--- src/rtl/calc_if.sv ---
`default_nettype none
// ============================================================================
//  Module      : calc_if
//  Description : start/busy/done request bus between a front-end sequencer
//                (master) and the calc_secuencial engine (slave).
//  Revision    : 1.0 - initial release
// ============================================================================
interface calc_if #(
    parameter int WIDTH = 4
);
    logic                   start;
    logic [2:0]             op;
    logic [WIDTH-1:0]       a;
    logic [WIDTH-1:0]       b;
    logic                   busy;
    logic                   done;
    logic [2*WIDTH-1:0]     resul;
    logic                   err;

    modport master (
        output start, op, a, b,
        input  busy, done, resul, err
    );

    modport slave (
        input  start, op, a, b,
        output busy, done, resul, err
    );
endinterface
`default_nettype wire

--- src/rtl/calc_secuencial.sv ---
`default_nettype none
// ============================================================================
//  Module      : calc_secuencial
//  Description : multi-cycle calculator (sum/res/mul/div/por, optional pot)
//                with iterative shift-add multiply and restoring divide.
//                Optional feature macro: CALC_POT_EN (op=5, power).
//  Revision    : 1.0 - initial release
// ============================================================================
module calc_secuencial #(
    parameter int WIDTH   = 4,
    parameter int PCT_DIV = 100
) (
    input  wire logic clk,
    input  wire logic rst,
    calc_if.slave     bus
);

    localparam int CNT_W = WIDTH + 2;

    localparam logic [2:0] OP_SUM = 3'd0;
    localparam logic [2:0] OP_RES = 3'd1;
    localparam logic [2:0] OP_MUL = 3'd2;
    localparam logic [2:0] OP_DIV = 3'd3;
    localparam logic [2:0] OP_POR = 3'd4;
`ifdef CALC_POT_EN
    localparam logic [2:0] OP_POT = 3'd5;
`endif

    typedef enum logic [1:0] {
        S_IDLE = 2'd0,
        S_CALC = 2'd1,
        S_DONE = 2'd2
    } state_t;

    state_t               state_q;
    logic [2:0]           op_q;
    logic [2*WIDTH-1:0]   mcand_q;
    logic [WIDTH-1:0]     mplier_q;
    logic [2*WIDTH-1:0]   acc_q;
    logic [2*WIDTH-1:0]   dvd_q;
    logic [2*WIDTH-1:0]   rem_q;
    logic [2*WIDTH-1:0]   dvs_q;
    logic [CNT_W-1:0]     cnt_q;
    logic                 phase_q;
    logic                 errp_q;
    logic                 busy_q;
    logic                 done_q;
    logic [2*WIDTH-1:0]   resul_q;
    logic                 err_q;

    // One shift-add multiply step
    logic [2*WIDTH-1:0]   mul_acc_d;
    assign mul_acc_d = acc_q + (mplier_q[0] ? mcand_q : '0);

    // One restoring-divide step; the quotient bit shifts into the dividend LSB
    logic [2*WIDTH:0]     div_shift;
    logic                 div_ge;
    logic [2*WIDTH-1:0]   div_sub;
    logic [2*WIDTH-1:0]   div_rem_d;
    logic [2*WIDTH-1:0]   div_dvd_d;
    assign div_shift = {rem_q, dvd_q[2*WIDTH-1]};
    assign div_ge    = div_shift >= {1'b0, dvs_q};
    assign div_sub   = div_shift[2*WIDTH-1:0] - dvs_q;
    assign div_rem_d = div_ge ? div_sub : div_shift[2*WIDTH-1:0];
    assign div_dvd_d = {dvd_q[2*WIDTH-2:0], div_ge};

`ifdef CALC_POT_EN
    logic [3*WIDTH-1:0]   pow_full;
    logic                 pow_ovf;
    assign pow_full = {{WIDTH{1'b0}}, acc_q} * {{(2*WIDTH){1'b0}}, mcand_q[WIDTH-1:0]};
    assign pow_ovf  = |pow_full[3*WIDTH-1:2*WIDTH];
`endif

    always_ff @(posedge clk) begin
        if (rst) begin
            state_q  <= S_IDLE;
            op_q     <= '0;
            mcand_q  <= '0;
            mplier_q <= '0;
            acc_q    <= '0;
            dvd_q    <= '0;
            rem_q    <= '0;
            dvs_q    <= '0;
            cnt_q    <= '0;
            phase_q  <= 1'b0;
            errp_q   <= 1'b0;
            busy_q   <= 1'b0;
            done_q   <= 1'b0;
            resul_q  <= '0;
            err_q    <= 1'b0;
        end else begin
            done_q <= 1'b0;
            unique case (state_q)
                S_IDLE: begin
                    if (bus.start) begin
                        op_q     <= bus.op;
                        mcand_q  <= {{WIDTH{1'b0}}, bus.a};
                        mplier_q <= bus.b;
                        acc_q    <= '0;
                        dvd_q    <= {bus.a, {WIDTH{1'b0}}};
                        rem_q    <= '0;
                        dvs_q    <= {{WIDTH{1'b0}}, bus.b};
                        cnt_q    <= CNT_W'(WIDTH);
                        phase_q  <= 1'b0;
                        errp_q   <= 1'b0;
                        err_q    <= 1'b0;
                        state_q  <= S_CALC;
                        busy_q   <= 1'b1;
                        case (bus.op)
                            OP_SUM: begin
                                acc_q   <= {{WIDTH{1'b0}}, bus.a} + {{WIDTH{1'b0}}, bus.b};
                                state_q <= S_DONE;
                                busy_q  <= 1'b0;
                            end
                            OP_RES: begin
                                acc_q   <= {{WIDTH{1'b0}}, bus.a} - {{WIDTH{1'b0}}, bus.b};
                                state_q <= S_DONE;
                                busy_q  <= 1'b0;
                            end
                            OP_MUL, OP_POR: begin
                            end
                            OP_DIV: begin
                                if (bus.b == '0) begin
                                    acc_q   <= '1;
                                    errp_q  <= 1'b1;
                                    state_q <= S_DONE;
                                    busy_q  <= 1'b0;
                                end
                            end
`ifdef CALC_POT_EN
                            OP_POT: begin
                                acc_q <= {{(2*WIDTH-1){1'b0}}, 1'b1};
                                cnt_q <= {2'b00, bus.b};
                                if (bus.b == '0) begin
                                    state_q <= S_DONE;
                                    busy_q  <= 1'b0;
                                end
                            end
`endif
                            default: begin
                                errp_q  <= 1'b1;
                                state_q <= S_DONE;
                                busy_q  <= 1'b0;
                            end
                        endcase
                    end
                end

                S_CALC: begin
                    cnt_q <= cnt_q - 1'b1;
                    if (op_q == OP_DIV || phase_q) begin
                        rem_q <= div_rem_d;
                        dvd_q <= div_dvd_d;
                    end
`ifdef CALC_POT_EN
                    else if (op_q == OP_POT) begin
                        acc_q <= pow_full[2*WIDTH-1:0];
                        if (pow_ovf)
                            errp_q <= 1'b1;
                    end
`endif
                    else begin
                        acc_q    <= mul_acc_d;
                        mcand_q  <= mcand_q << 1;
                        mplier_q <= mplier_q >> 1;
                    end

                    if (cnt_q == CNT_W'(1)) begin
                        // Percent: the finished product becomes the dividend
                        if (op_q == OP_POR && !phase_q) begin
                            phase_q <= 1'b1;
                            cnt_q   <= CNT_W'(2 * WIDTH);
                            dvd_q   <= mul_acc_d;
                            rem_q   <= '0;
                            dvs_q   <= (2*WIDTH)'(PCT_DIV);
                        end else begin
                            state_q <= S_DONE;
                            busy_q  <= 1'b0;
                            if (op_q == OP_DIV)
                                acc_q <= {div_rem_d[WIDTH-1:0], div_dvd_d[WIDTH-1:0]};
                            else if (op_q == OP_POR)
                                acc_q <= div_dvd_d;
`ifdef CALC_POT_EN
                            else if (op_q == OP_POT && (errp_q || pow_ovf))
                                acc_q <= '1;
`endif
                        end
                    end
                end

                S_DONE: begin
                    resul_q <= acc_q;
                    err_q   <= errp_q;
                    done_q  <= 1'b1;
                    state_q <= S_IDLE;
                end

                default: begin
                    state_q <= S_IDLE;
                    busy_q  <= 1'b0;
                end
            endcase
        end
    end

    assign bus.busy  = busy_q;
    assign bus.done  = done_q;
    assign bus.resul = resul_q;
    assign bus.err   = err_q;

endmodule
`default_nettype wire

--- src/flat_wrapper.sv ---
// flat-port wrapper written by rule: the top's interface ports become plain ports
module calc_secuencial_flat 
#(
    parameter int WIDTH   = 4,
    parameter int PCT_DIV = 100
)
  (clk, rst, bus_start, bus_op, bus_a, bus_b, bus_busy, bus_done, bus_resul, bus_err);
  calc_if #(.WIDTH(WIDTH)) bus_i ();
  input  wire logic clk;
  input  wire logic rst;
  input wire logic [$bits(bus_i.start)-1:0] bus_start;
  input wire logic [$bits(bus_i.op)-1:0] bus_op;
  input wire logic [$bits(bus_i.a)-1:0] bus_a;
  input wire logic [$bits(bus_i.b)-1:0] bus_b;
  output wire logic [$bits(bus_i.busy)-1:0] bus_busy;
  output wire logic [$bits(bus_i.done)-1:0] bus_done;
  output wire logic [$bits(bus_i.resul)-1:0] bus_resul;
  output wire logic [$bits(bus_i.err)-1:0] bus_err;
  assign bus_i.start = bus_start;
  assign bus_i.op = bus_op;
  assign bus_i.a = bus_a;
  assign bus_i.b = bus_b;
  assign bus_busy = bus_i.busy;
  assign bus_done = bus_i.done;
  assign bus_resul = bus_i.resul;
  assign bus_err = bus_i.err;
  calc_secuencial #(.WIDTH(WIDTH), .PCT_DIV(PCT_DIV)) u_core (.clk(clk), .rst(rst), .bus(bus_i));
endmodule
--- config.mk ---
export PLATFORM = sky130hd
export DESIGN_NAME = calc_secuencial_flat
export DESIGN_NICKNAME = d
export VERILOG_FILES = /design/src/rtl/calc_if.sv /design/src/rtl/calc_secuencial.sv /design/src/flat_wrapper.sv
export SDC_FILE = /design/constraint.sdc
export NUM_CORES = 1
export LEC_CHECK = 0
export CAP_MARGIN = 20
export CORE_MARGIN = 5
export CORE_UTILIZATION = 56
export CTS_BUF_LIST = sky130_fd_sc_hd__clkbuf_8
export DETAILED_ROUTE_END_ITERATION = 10
export GPL_TIMING_DRIVEN = 0
export PLACE_DENSITY = 0.83
export SYNTH_ARGS = -nofsm -noshare
export SYNTH_HDL_FRONTEND = slang
export SYNTH_SLANG_ARGS = --single-unit
--- constraint.sdc ---
create_clock -name clk -period 2.35 [get_ports clk]
set_input_delay 0.5875 -clock clk [delete_from_list [all_inputs] [get_ports clk]]
set_output_delay 0.5875 -clock clk [all_outputs]
set_load 0.005 [all_outputs]
Yosys cells after proc, flatten, opt, wreduce, memory -nomap -nowiden
Cells that the tools add are included.
{"block": "word_totals", "reg_bits": 68, "latch_bits": 0, "ramBits": 0, "rom_bits": 0, "inputBits": 14, "mem_count": 0}
{"block": "classes", "add_sub_neg": 5, "n_mul": 0, "n_div": 0, "n_lt_le_gt_ge": 1, "n_eq_ne": 14, "shift": 0, "mux": 55, "bitwise_logic": 1, "n_reduce_logical": 17}
{"op": "8-bit two-way mux", "n": 22}
{"op": "8-bit one-hot mux with 2 select lines", "n": 5}
{"op": "8-bit one-hot mux with 3 select lines", "n": 1}
{"op": "6-bit two-way mux", "n": 3}
{"op": "6-bit one-hot mux with 2 select lines", "n": 1}
{"op": "3-bit by 2-bit == test with 1-bit output (second input constant)", "n": 3}
{"op": "9-bit by 8-bit >= comparator with 1-bit output", "n": 1}
{"op": "1-bit two-way mux", "n": 9}
{"op": "8-bit adder", "n": 1}
{"op": "2-bit two-way mux", "n": 4}
{"op": "4-bit two-way mux", "n": 2}
{"op": "1-bit one-hot mux with 2 select lines", "n": 4}
{"op": "2-bit one-hot mux with 2 select lines", "n": 2}
{"op": "4-bit one-hot mux with 2 select lines", "n": 1}
{"op": "4-bit AND reduction", "n": 2}
{"op": "8-bit subtractor", "n": 1}
{"op": "3-bit == test (second input constant)", "n": 2}
{"op": "6-bit by 1-bit == test with 1-bit output (second input constant)", "n": 1}
{"op": "2-bit != test (second input constant)", "n": 3}
{"op": "2-bit AND reduction", "n": 3}
{"op": "3-bit AND reduction", "n": 2}
{"op": "6-bit by 1-bit subtractor with 6-bit output (second input constant)", "n": 1}
{"op": "4-bit by 4-bit adder with 5-bit output", "n": 1}
{"op": "4-bit by 4-bit subtractor with 5-bit output", "n": 1}
{"op": "15 further kinds", "n": 17}

Depth between registers and ports, before layout
{"block": "depth", "depth_word": 8, "mapped_depth": 10, "depth_no_buf": 10}

Worst setup path before layout
OpenSTA, ideal clock, no wires.
{"block": "synth_timing", "path_type": "input-to-reg", "start": "input port bus_a[0]", "end": "register u_core.acc_q[4]", "arrival_time_ns": 2.221, "t_required_ns": 2.264, "path_slack_ns": 0.043, "path_stages": 10, "path_cell_list": "inv_1 > ha_1 > inv_1 > fa_1 > a21o_1 > a211oi_1 > o211a_1 > a221oi_1 > and3_1 > a221oi_2"}
{"block": "synth_between", "elab_chain_cells": 4, "word_cells_on_any_way": 5}
{"element": "from (decl)", "line_no": "flat_wrapper.sv:13", "rtl": "input wire logic [$bits(bus_i.a)-1:0] bus_a;"}
{"element": "4-bit by 4-bit subtractor with 5-bit output or 4-bit by 4-bit adder with 5-bit output (tied branches)", "line_no": "calc_secuencial.sv:116, calc_secuencial.sv:111"}
{"element": "8-bit one-hot mux with 3 select lines *", "line_no": "calc_secuencial.sv:109", "rtl": "case (bus.op)"}
{"element": "8-bit two-way mux *", "line_no": "calc_secuencial.sv:95", "rtl": "if (bus.start) begin"}
{"element": "8-bit one-hot mux with 2 select lines *", "line_no": "calc_secuencial.sv:93", "rtl": "unique case (state_q)"}
{"element": "to (signal assigned)", "line_no": "calc_secuencial.sv:111", "rtl": "acc_q <= {{WIDTH{1'b0}}, bus.a} + {{WIDTH{1'b0}}, bus.b};"}
{"element": "to (signal assigned)", "line_no": "calc_secuencial.sv:116", "rtl": "acc_q <= {{WIDTH{1'b0}}, bus.a} - {{WIDTH{1'b0}}, bus.b};"}
{"element": "to (signal assigned)", "line_no": "calc_secuencial.sv:163", "rtl": "acc_q <= mul_acc_d;"}
{"element": "to (decl)", "line_no": "calc_secuencial.sv:39", "rtl": "logic [2*WIDTH-1:0] acc_q;"}
Mark *: on every way between the ends. The rest lies on a longest branch, timed or not. The select of a mux whose other input is x is not followed.
A chain may end at the register's enable or synchronous reset.

Worst setup path in the final report
{"block": "layout_timing", "start": "register u_core.mplier_q[0]", "end": "register u_core.acc_q[6]"}
{"block": "layout_between", "elab_chain_cells": 8}
{"element": "from (decl)", "line_no": "calc_secuencial.sv:38", "rtl": "logic [WIDTH-1:0] mplier_q;"}
{"element": "from (signal assigned)", "line_no": "calc_secuencial.sv:98", "rtl": "mplier_q <= bus.b;"}
{"element": "from (signal assigned)", "line_no": "calc_secuencial.sv:165", "rtl": "mplier_q <= mplier_q >> 1;"}
{"element": "8-bit two-way mux *", "line_no": "calc_secuencial.sv:53", "rtl": "assign mul_acc_d = acc_q + (mplier_q[0] ? mcand_q : '0);"}
{"element": "8-bit adder *", "line_no": "calc_secuencial.sv:53"}
{"element": "8-bit two-way mux *", "line_no": "calc_secuencial.sv:151", "rtl": "if (op_q == OP_DIV || phase_q) begin"}
{"element": "8-bit two-way mux", "line_no": "calc_secuencial.sv:181", "rtl": "else if (op_q == OP_POR)"}
{"element": "8-bit two-way mux", "line_no": "calc_secuencial.sv:179", "rtl": "if (op_q == OP_DIV)"}
{"element": "8-bit two-way mux", "line_no": "calc_secuencial.sv:170", "rtl": "if (op_q == OP_POR && !phase_q) begin"}
{"element": "8-bit two-way mux *", "line_no": "calc_secuencial.sv:168", "rtl": "if (cnt_q == CNT_W'(1)) begin"}
{"element": "8-bit one-hot mux with 2 select lines *", "line_no": "calc_secuencial.sv:93"}
{"element": "to (signal assigned)", "line_no": "calc_secuencial.sv:163"}
{"element": "to (signal assigned)", "line_no": "calc_secuencial.sv:180", "rtl": "acc_q <= {div_rem_d[WIDTH-1:0], div_dvd_d[WIDTH-1:0]};"}
{"element": "to (signal assigned)", "line_no": "calc_secuencial.sv:182", "rtl": "acc_q <= div_dvd_d;"}
Mark *: on every way between the ends. The rest lies on a longest branch, timed or not.

==> metrics <==
Setup Viol. Count Final=0; synth cell count leaders=nand2_1 (80), dfxtp_1 (64), a21oi_1 (55); Via Count=a little over 4,000; ANT cells=0; Main synth FF type=dfxtp_1; Pre-antenna DRT Iters=6; Worst VDD drop=around 0.00035 V; P&R area growth vs syn=22.72%; WP data required=between 2 and 3 ns; Num CTS Buffers=9; maxcap violations=0; drt total wl=between 10 and 15 mm; htree depth=3; Initial Util=approximately 58%; Clock Skews=approximately 0.009 ns; Clk pin slew, worst setup/hold paths=roughly 0.070 ns; clk_lat worst skew=around 0.36 ns; fmax=approximately 430 MHz; count of state elements after synthesis=64; largest area contributor in the netlist=dfxtp_1; slowest stage delay, CP=roughly 0.37 ns; fraction of registers with async set/reset=0%; GRT Overall Usage=~28%; Die Ht=94.61 um; number of global-route vias before repair=about 4,000; clock sink total=64; Crit Path Category=reg -> reg; Avg Cell Area, Syn=7.938 sq um; Tcrit/Tclk final=~98%; CP delay by family, top=compound AO/OA/AOI/OAI gates; DRC viols=0; Placement Rows=30; status=completed; top-count cell post-synth=nand2_1; top cell type's share of synthesized area=between 30% and 40%; fin. max-slew vios=0; Lkg Pwr=~1.9 nW; CP Launch Type=register; RSZ-0062 raised after global routing=yes; antenna-violating nets left=0; Yosys cell types=57; CTS tree=done; largest net degree at the start of global routing=11; Fin Setup TNS=0 ns; first-pass GRT wire length=19.55 mm; PD cells=between 500 and 600 nW/um^2; hold slack final=0.4544 ns; DP HPWL=8.771 mm; Hold Vio Cnt, Final=0; WL per Instance=around 19 um; layout cell share with drive strength beyond 1=a little under a fifth; vias per cell=roughly 6.4; critical-path cell list=and2_4 -> ha_4 -> fa_2 -> a211o_1 -> a21oi_2 -> o21bai_1 -> xor2_1 -> and2_1 -> o31a_1; Slew Limit Headroom=around half; Worst Path Buf+Inv=0; Longest Clk Path Bufs=2; critical path peak fanout=5; worst hold path class=reg -> reg; kind of end point of the critical path=register; Yosys warning count=0; sequential share of the synthesized area=a little under a third; Root Driver=clkbuf_8; syn nets=546; die area=around 9000 sq um; GPL Wtd Cong=0.9252; Worst EP arrival=between 2 and 3 ns; input/output buffers=23; Mapped Area=about 4000 sq um; Die W=94.61 um; Core ar.=6869 sq um; min cycle time layout=around 2.3 ns; synth top area cells=dfxtp_1 (32%), nand2_1 (7.5%), ha_1 (7.2%); Gate Count Post-Synth=between 500 and 600; final net count=between 500 and 600; CP max-delay cell=fa_2; IO Pins=25; initial antenna violation count=0; global route overflow=0; Iter 0 DRT Violations=445; EDFF count, synth=0; Slew @ Worst Pin=between 0.7 and 0.8 ns
## worst reg2reg max path: cells and delay by family (launching register included)
family | cells | cell delay, ns
AOI/OAI and AO/OA | 4 | 0.83
DFF | 1 | 0.36
and+or+nand+nor | 2 | 0.33
xor gates and xnor gates | 1 | 0.17
adders and majority gates | 2 | 0.54
## metrics by stage
step | total power, mW | utilization (%) | instance area, sq um | std cells | worst slack (ns)
2_1_floorplan | 1.600 | - | 4009 | 505 | 0.04309
3_3_place_gp | 1.756 | 63.46 | 4359 | 624 | -0.7619
5_1_grt | 2.831 | 71.62 | 4920 | 653 | -0.07934
3_5_place_dp | 1.777 | 63.46 | 4359 | 624 | -0.7770
4_1_cts | 2.623 | 67.50 | 4637 | 644 | -0.001118
6_report | 2.723 | 71.62 | 4920 | 653 | 0.03712
## timing repair
item | CTS | global route
pin swaps | 8 | 19
setup buffers | 5 | 8
gates cloned | 0 | 1
setup endpoints to repair | 26 | 26
resized for setup | 34 | 55
hold buffers | 0 | 0
## per-layer routing
layer / GRT usage, % / share of wire, %
met5: 0 / 0
met4: 18.75 / 5.0
met3: 6.614 / 10
met2: 43.39 / 45
met1: 35.74 / 40
## placed cells by master (no fill, tap or decap), types with 4 or more instances in the layout
cell and instances:
a21oi_1 49, ha_1 13, clkbuf_2 4, dfxtp_2 4
a21o_1 4, dfxtp_1 58, xor2_1 6, a22oi_1 6
buf_4 13, o211ai_1 4, nor3_1 7, a21oi_2 6
clkdlybuf4s50_1 17, a221oi_2 5, inv_1 19, nand2_1 80
mux2i_1 7, nor2b_1 4, ha_4 8, nand3_1 13
nor4_1 5, o21bai_1 4, nand3b_1 5, a311oi_1 10
clkbuf_1 16, o21ai_0 14, a211oi_1 7, and2_1 10
xnor2_1 7, nor2_1 48, clkbuf_8 10, clkinv_2 4
## final cells by class
cell class / instances / area, sq um
Fill cell: 518 / 1949
Clock buffer: 10 / 137.6
Inverter: 21 / 81.33
Sequential cell: 64 / 1294
Tap cell: 96 / 120.1
Buffer: 24 / 113.9
Clock inverter: 6 / 27.53
Multi-Input combinational cell: 395 / 2818
Timing Repair Buffer: 37 / 327.8
## cell families after synthesis
group                    Yosys count  share of synthesized area, %
flip-flops                        64                         31.96
buffers and inverters             46                         4.619
multiplexers                      12                         3.059
AO/OA/AOI/OAI                    146                         24.13
adder cells (fa/ha/maj)           27                         9.176
AND/OR/NAND/NOR                  196                         23.63
XOR/XNOR                          14                         3.433
## power by group
group | internal, mW | switching [mW] | leakage, nW
Combinational | 0.279 | 0.407 | 1.23
Sequential | 1.14 | 0.0542 | 0.525
Clock | 0.396 | 0.447 | 0.0982
## registers in the layout, summed over array words and instances (netlist names)
name,count
u_core.dvd_q,8
u_core.state_q,2
u_core.mplier_q,4
u_core.rem_q,8
u_core.acc_q,8
u_core.dvs_q,5
u_core.bus.err,1
u_core.errp_q,1
u_core.bus.done,1
u_core.bus.busy,1
u_core.mcand_q,8
u_core.op_q,3
u_core.cnt_q,6
u_core.bus.resul,8
## path summary, 6_finish.rpt
path / from / endpoint / slack, ns / cells past startpoint
max: u_core.mplier_q[0]$_SDFFE_PP0P_ / u_core.acc_q[6]$_SDFFE_PP0P_ / 0.04 / 9
min: u_core.bus.resul[3]$_SDFFE_PP0P_ / u_core.bus.resul[3]$_SDFFE_PP0P_ / 0.45 / 2
max reg2reg: u_core.mplier_q[0]$_SDFFE_PP0P_ / u_core.acc_q[6]$_SDFFE_PP0P_ / 0.04 / 9
min reg2reg: u_core.bus.resul[3]$_SDFFE_PP0P_ / u_core.bus.resul[3]$_SDFFE_PP0P_ / 0.45 / 2
No activity file was read; power rests on OpenSTA's default activity.
